## src/rtl/mdu_sequencer.sv

```systemverilog
// Iterative RISC-V M-extension multiply/divide unit that stalls the pipeline
// while a shift-add multiply or restoring divide runs one bit per cycle.
module mdu_sequencer #(
  parameter int WIDTH = 32
) (
  input  logic             clk,
  input  logic             reset,
  input  logic             start,
  input  logic [2:0]       Funct3,
  input  logic [WIDTH-1:0] SrcA,
  input  logic [WIDTH-1:0] SrcB,
  input  logic             flush,
  output logic             stall,
  output logic             done,
  output logic [WIDTH-1:0] result,
  output logic [1:0]       fsm_state
);

  localparam int CW = (WIDTH > 1) ? $clog2(WIDTH) : 1;

  typedef enum logic [1:0] {
    IDLE = 2'd0,
    RUN  = 2'd1,
    FIX  = 2'd2,
    DONE = 2'd3
  } state_t;

  state_t             state_q, state_d;
  logic [2:0]         op_q;
  logic               sign_a_q, sign_b_q;
  logic [WIDTH-1:0]   opnd_q;
  logic [2*WIDTH-1:0] acc_q;
  logic [CW-1:0]      cnt_q;
  logic [WIDTH-1:0]   result_q;

  // Handshake: start is a request that is taken only when the FSM is IDLE
  // and flush is low; that same cycle stall rises so EX holds its operands.
  logic             accept;
  logic             in_div, signed_a, signed_b, neg_a, neg_b;
  logic [WIDTH-1:0] mag_a, mag_b;
  logic             div_zero, div_ovf, special;
  logic [WIDTH-1:0] special_val;

  always_comb begin
    accept   = (state_q == IDLE) && start && !flush;
    in_div   = Funct3[2];
    signed_a = in_div ? !Funct3[0] : (Funct3[1:0] != 2'b11);
    signed_b = in_div ? !Funct3[0] : !Funct3[1];
    neg_a    = signed_a && SrcA[WIDTH-1];
    neg_b    = signed_b && SrcB[WIDTH-1];
    mag_a    = neg_a ? -SrcA : SrcA;
    mag_b    = neg_b ? -SrcB : SrcB;
    div_zero = in_div && (SrcB == '0);
    div_ovf  = in_div && !Funct3[0] && (SrcA == {1'b1, {(WIDTH-1){1'b0}}})
               && (SrcB == '1);
    special  = div_zero || div_ovf;
    special_val = '0;
    if (div_zero) special_val = Funct3[1] ? SrcA : '1;
    else if (div_ovf) special_val = Funct3[1] ? '0 : {1'b1, {(WIDTH-1){1'b0}}};
  end

  // One iteration of either algorithm; acc holds {high, low} product or
  // {remainder, quotient-with-dividend-shifting-out}.
  logic [WIDTH:0]       mul_sum;
  logic [2*WIDTH-1:0]   mul_next;
  logic [WIDTH:0]       div_shift, div_diff;
  logic                 div_ge;
  logic [2*WIDTH-1:0]   div_next;

  always_comb begin
    mul_sum   = {1'b0, acc_q[2*WIDTH-1:WIDTH]} + (acc_q[0] ? {1'b0, opnd_q} : '0);
    mul_next  = {mul_sum, acc_q[WIDTH-1:1]};
    div_shift = {acc_q[2*WIDTH-1:WIDTH], acc_q[WIDTH-1]};
    div_ge    = div_shift >= {1'b0, opnd_q};
    div_diff  = div_shift - {1'b0, opnd_q};
    if (div_ge) div_next = {div_diff[WIDTH-1:0], acc_q[WIDTH-2:0], 1'b1};
    else        div_next = {div_shift[WIDTH-1:0], acc_q[WIDTH-2:0], 1'b0};
  end

  logic [2*WIDTH-1:0] prod_fixed;
  logic [WIDTH-1:0]   quo_fixed, rem_fixed, fix_val;

  always_comb begin
    prod_fixed = (sign_a_q ^ sign_b_q) ? -acc_q : acc_q;
    quo_fixed  = (sign_a_q ^ sign_b_q) ? -acc_q[WIDTH-1:0] : acc_q[WIDTH-1:0];
    rem_fixed  = sign_a_q ? -acc_q[2*WIDTH-1:WIDTH] : acc_q[2*WIDTH-1:WIDTH];
    fix_val    = '0;
    case (op_q)
      3'b000:          fix_val = prod_fixed[WIDTH-1:0];
      3'b001, 3'b010,
      3'b011:          fix_val = prod_fixed[2*WIDTH-1:WIDTH];
      3'b100, 3'b101:  fix_val = quo_fixed;
      default:         fix_val = rem_fixed;
    endcase
  end

  always_comb begin
    state_d = state_q;
    case (state_q)
      IDLE:    if (accept) state_d = special ? DONE : RUN;
      RUN:     if (cnt_q == CW'(WIDTH-1)) state_d = FIX;
      FIX:     state_d = DONE;
      DONE:    state_d = IDLE;
      default: state_d = IDLE;
    endcase
    if (flush) state_d = IDLE;
    stall     = accept || (state_q == RUN) || (state_q == FIX);
    done      = (state_q == DONE);
    result    = result_q;
    fsm_state = state_q;
  end

  always_ff @(posedge clk) begin
    if (reset) begin
      state_q  <= IDLE;
      op_q     <= '0;
      sign_a_q <= 1'b0;
      sign_b_q <= 1'b0;
      opnd_q   <= '0;
      acc_q    <= '0;
      cnt_q    <= '0;
      result_q <= '0;
    end else begin
      state_q <= state_d;
      if (accept) begin
        op_q     <= Funct3;
        sign_a_q <= neg_a;
        sign_b_q <= neg_b;
        cnt_q    <= '0;
        opnd_q   <= in_div ? mag_b : mag_a;
        acc_q    <= {{WIDTH{1'b0}}, (in_div ? mag_a : mag_b)};
        if (special) result_q <= special_val;
      end else if (state_q == RUN && !flush) begin
        acc_q <= op_q[2] ? div_next : mul_next;
        cnt_q <= cnt_q + CW'(1);
      end else if (state_q == FIX && !flush) begin
        result_q <= fix_val;
      end
    end
  end

endmodule

```

## config.mk

```make
export PLATFORM = sky130hd
export DESIGN_NAME = mdu_sequencer
export DESIGN_NICKNAME = d
export VERILOG_FILES = /design/src/rtl/mdu_sequencer.sv
export SDC_FILE = /design/constraint.sdc
export NUM_CORES = 1
export LEC_CHECK = 0
export BUFFER_PORTS_ARGS = -buffer_cell sky130_fd_sc_hd__buf_2
export CAP_MARGIN = 20
export CORE_ASPECT_RATIO = 1.25
export CORE_MARGIN = 2
export CORE_UTILIZATION = 50
export CTS_CLUSTER_SIZE = 20
export DETAILED_ROUTE_END_ITERATION = 12
export PLACE_DENSITY = 0.79
export SLEW_MARGIN = 30
export SYNTH_ARGS = -nofsm -noshare
export SYNTH_HDL_FRONTEND = slang
export SYNTH_SLANG_ARGS = --single-unit
```

## constraint.sdc

```tcl
create_clock -name clk -period 11.2 [get_ports clk]
set_input_delay 3.36 -clock clk [delete_from_list [all_inputs] [get_ports clk]]
set_output_delay 3.36 -clock clk [all_outputs]
set_load 0.01 [all_outputs]
```

# After elaboration in Yosys (flattened, before gate mapping)
# Index checks and enable logic that the tools add are counted.
[word_totals]
register_bits = 140
out_inout_bits = 36
inputBits = 71
word_cells = 89
[classes]
muxes = 27
n_addsub = 8
reduce_logical = 27
n_eq_ne = 16
magnitude_cmp = 1
bitwise = 1
[ops]
columns = ["cell", "n"]
rows = [
  ["2-to-1 mux 32 bit", 17],
  ["2-to-1 mux 64 bit", 3],
  ["negation 32 bit", 4],
  ["one-hot mux 32 bit (3 select lines)", 1],
  ["== test 32 bit, second input constant", 2],
  ["negation 64 bit", 1],
  ["adder 32 x 32 -> 33 bit", 1],
  ["greater-or-equal comparator 33 x 32 -> 1 bit", 1],
  ["zero test 32 bit", 1],
  ["subtractor 32 bit", 1],
  ["logical AND 1 bit", 10],
  ["inequality test 2 bit, second input constant", 4],
  ["one-hot mux 2 bit (4 select lines)", 1],
  ["== test 3 x 2 -> 1 bit, second input constant", 2],
  ["== test 3 bit, second input constant", 2],
  ["2-to-1 mux 2 bit", 3],
  ["OR reduction 2 bit", 3],
  ["adder 5 x 1 -> 5 bit, second input constant", 1],
  ["== test 5 bit, second input constant", 1],
  ["== test 2 bit, second input constant", 2],
  ["nonzero test 2 bit", 2],
  ["== test 3 x 1 -> 1 bit, second input constant", 1],
  ["zero test 1 bit", 3],
  ["zero test 3 bit", 1],
  ["other kinds (9)", 12],
]

# Depth between registers and ports, before layout
[depth]
ltp_word = 8
ltp_mapped = 15
ltp_nobuf = 13

# Worst setup path before layout
# Ideal clock, no wire load.
[synth_timing]
path_type = "in2out"
startpoint = "in start"
endpoint = "out stall"
path_stages = 5
arrival_ns = 4.531
slack_ns = 3.309
n_path_buf = 2
cell_sequence = "nand2_1 nor2_1 clkbuf_1 clkbuf_1 or3_1"
[synth_between]
elab_chain_cells = 4
[synth_lines]
columns = ["element", "line_no", "rtl"]
rows = [
  ["from (decl)", "8", "input logic start,"],
  ["logical AND 1 bit (2 in a row)", "45", "accept = (state_q == IDLE) && start && !flush;"],
  ["logical OR 1 bit (2 in a row)", "107", "stall = accept || (state_q == RUN) || (state_q == FIX);"],
  ["to (decl)", "13", "output logic stall,"],
]
# Every way passes these cells.

# Final worst setup path
# Same ends and word-level chain as after synthesis.

==> key figures <==
Clock network
  • Total clock sinks: 140
  • TritonCTS clock tree: done
  • Clock Tree Buf Depth: 2
  • Post-CTS setup buffers: 0
  • CTS Buf Count: 17
  • H-Tree Depth: 4
  • Clk slew on worst S/H paths: 0.05 ns
  • Post-CTS Resized: 0
  • Cts hold-fix bufs: 0
  • Root Driver: clkbuf_16
  • Clock latency on the worst-skew pair: 0.45 ns

Synth
  • Top post-synthesis cells by area: dfxtp_1 (20%), o21ai_0 (7.0%), ha_1 (6.6%), nand2_1 (6.6%), a21oi_1 (6.0%)
  • Syn nets: 2,184
  • Cell area after synthesis: 14,200 sq um
  • Mapped Cells: 2,036
  • Avg Inst Size Synth: 6.98 sq um
  • Top_reg_cell synth: dfxtp_1
  • Area leader, netlist: dfxtp_1
  • Synth top area share: 0.197
  • Seq cells post-synth: 140
  • Yosys warnings: 0
  • Sequential element share of the synthesized area: 0.197
  • Post-synth EDFFs: 0
  • Post-synth cell types: 79
  • Synth async-reset ratio: 0

Timing
  • Max Slew Vio Count: 0
  • Relative slew slack: 0.319
  • Final setup violating endpoints: 0
  • Fmax: 128 MHz
  • Setup TNS: 0 ns
  • Setup ws final: 3.38 ns
  • Unrepaired setup endpoints after global routing: no
  • Post-layout minimum cycle time: 7.82 ns
  • Final hold vios: 0
  • Final setup skew: 0.0101 ns
  • Least-Margin Pin Slew: 1.02 ns
  • Fin crit share: 0.698

Setup path
  • WP data arrival: 4.46 ns
  • Worst-path cell chain: buf_2, nand2_1, nor2_4, buf_4, or3_1, buf_2
  • FF-to-FF path depth: 10
  • CP Launch Type: primary input
  • Slowest cell on crit path: or3_1
  • Worst Path Max Fanout: 43
  • WP data required: 7.84 ns
  • Worst path max stage delay: 0.38 ns
  • Crit. End Element: primary output
  • Worst path most repeated cell: buf_2
  • Crit Path Class: in2out

Routing
  • Vias/cell: 6.61
  • Drt first pass iters: 8
  • Drt drc: 0
  • ANT nets after route: 0
  • Vias post-DR: 15,900
  • Detailed Route Iter0 Violations: 1,851
  • Routed len/inst: 21.0 microns
  • Total Routed Length: 50.5 mm

Die
  • Die H: 193 microns
  • I/O Pins: 107
  • DIE AREA: 29,800 sq um
  • Row count: 69
  • Core area: 28,200 sq um
  • Die width: 155 microns
  • Initial Util: 0.504

Power and ir drop
  • Leakage: 6.32 nW
  • Pwr dens: 102 nW/um^2
  • VDD IR max: 0.112 mV

Place
  • Port Buf Inserts: 106
  • Pre-CTS WS: 3.39 ns
  • Final HPWL DP: 38.4 mm
  • Gpl congestion: 1.00

Global route
  • Grt total ovfl: 0
  • Largest net degree at the start of global routing: 104
  • Grt peak-use layer: met2
  • Initial antenna violation count: 0
  • Met2 GRT Util: 0.558
  • First-pass GRT wire length: 78.4 mm
  • Met3 Use GR: 0.0380
  • GRT met1 Usage: 0.397
  • Vias in the first global route: 14,900
  • All-Layer GR Usage: 0.333

Flow run
  • Max-cap check violation count: 0

Hold path
  • Hold depth: 2
  • Hold WC Path Type: reg2reg

Final layout
  • Most frequent cells in the layout: nand2_1 (250), nor2_1 (204), o21ai_0 (200), a21oi_1 (168), dfxtp_1 (139)
  • Layout cells sized above 1: 0.112
  • Post-layout utilization of the core: 0.546
  • Area delta synth->final: 8.41%
  • N_diodes: 0
  • # nets final: 2,181
  • Commonest non-fill, non-tap cell in the layout: nand2_1

Outcome
  • Outcome: complete, no violations
registers in the layout, summed over array words and instances (netlist names):
signal     count
sign_b_q       1
cnt_q          5
op_q           3
acc_q         64
sign_a_q       1
opnd_q        32
fsm_state      2
result        32
power by group:
| group | switching, W | total [W] | internal [W] |
|---|---|---|---|
| combinational | 0.000301 | 0.000471 | 0.000170 |
| sequential | 0.0000239 | 0.000538 | 0.000515 |
| clock | 0.000231 | 0.000569 | 0.000338 |
metrics by stage:
step | hold WS (ns) | total power (W) | instance area (sq um) | std cells
after floorplan | 0.432 | 0.000864 | 14200 | 2036
after global placement | 0.435 | 0.000995 | 14800 | 2369
after detailed placement | 0.447 | 0.00100 | 14800 | 2369
after CTS | 0.454 | 0.00156 | 15400 | 2401
after global routing | 0.474 | 0.00164 | 15400 | 2401
final | 0.450 | 0.00158 | 15400 | 2401
final cells by class:
class / count / area, sq um
fillers: 2603 / 12800
multi-input cells: 1673 / 10600
flip-flops and latches: 140 / 2800
repair buffers: 133 / 733
clock buffers: 21 / 460
well taps: 355 / 444
inverters: 68 / 255
clock inverters: 11 / 119
logic make-up after synthesis:
family                     count (synthesis)  synth area share
muxes                                     38            0.0292
DFF                                      140             0.197
xor gates and xnor gates                 177             0.109
buffers and inverters                    223            0.0610
adders and majority gates                 77            0.0688
and+or+nand+nor                          693             0.225
AOI/OAI and AO/OA                        688             0.310
path summary, 6_finish.rpt:
kind                             end  slack [ns]                    start
max reg2reg  result[24]$_SDFFE_PP0P_        7.01   acc_q[34]$_SDFFE_PP0P_
min          opnd_q[12]$_SDFFE_PP0P_        0.45  opnd_q[12]$_SDFFE_PP0P_
max                            stall        3.38                    start
min reg2reg  opnd_q[12]$_SDFFE_PP0P_        0.45  opnd_q[12]$_SDFFE_PP0P_
synth_stat cells, types with 4 or more instances:
library cell  instances
nor2_1              206
o211ai_1             30
nand3_1              25
or3_1                 7
nor3_1               46
buf_1                13
a2111oi_0             4
nor4_1               26
nor3b_1               6
a211oi_1             21
or2_2                 6
a311oi_1              9
buf_2                 8
or4_1                17
o31ai_1              27
inv_1                67
o221ai_1             35
a31oi_1              24
nand4_1              26
a21oi_1             170
mux2i_1              10
o41ai_1               9
mux2_2               28
nor2b_1              14
a222oi_1             28
nand2_1             250
xor2_1               88
dfxtp_1             140
o21bai_1             11
xnor2_1              89
ha_1                 75
o21ai_0             200
and2_1               15
and3_1               13
a221oi_1             21
nand2b_1             17
a21o_1               30
o22ai_1              22
o21a_1               12
clkbuf_1            130
worst max-delay path: cells and delay by family:
| family | cells | cell delay (ns) |
|---|---|---|
| buf+inv | 3 | 0.55 |
| simple gates | 3 | 0.54 |
routing by layer:
metal  part of all wire  wire [microns]  vias to the layer above
li1                   -               -                     7429
met1               0.38           19200                     7316
met2               0.46           23400                      907
met3              0.079            3990                      221
met4              0.076            3850                        0
met5                  0               0                        -
Power figures use the tool's default switching activity.
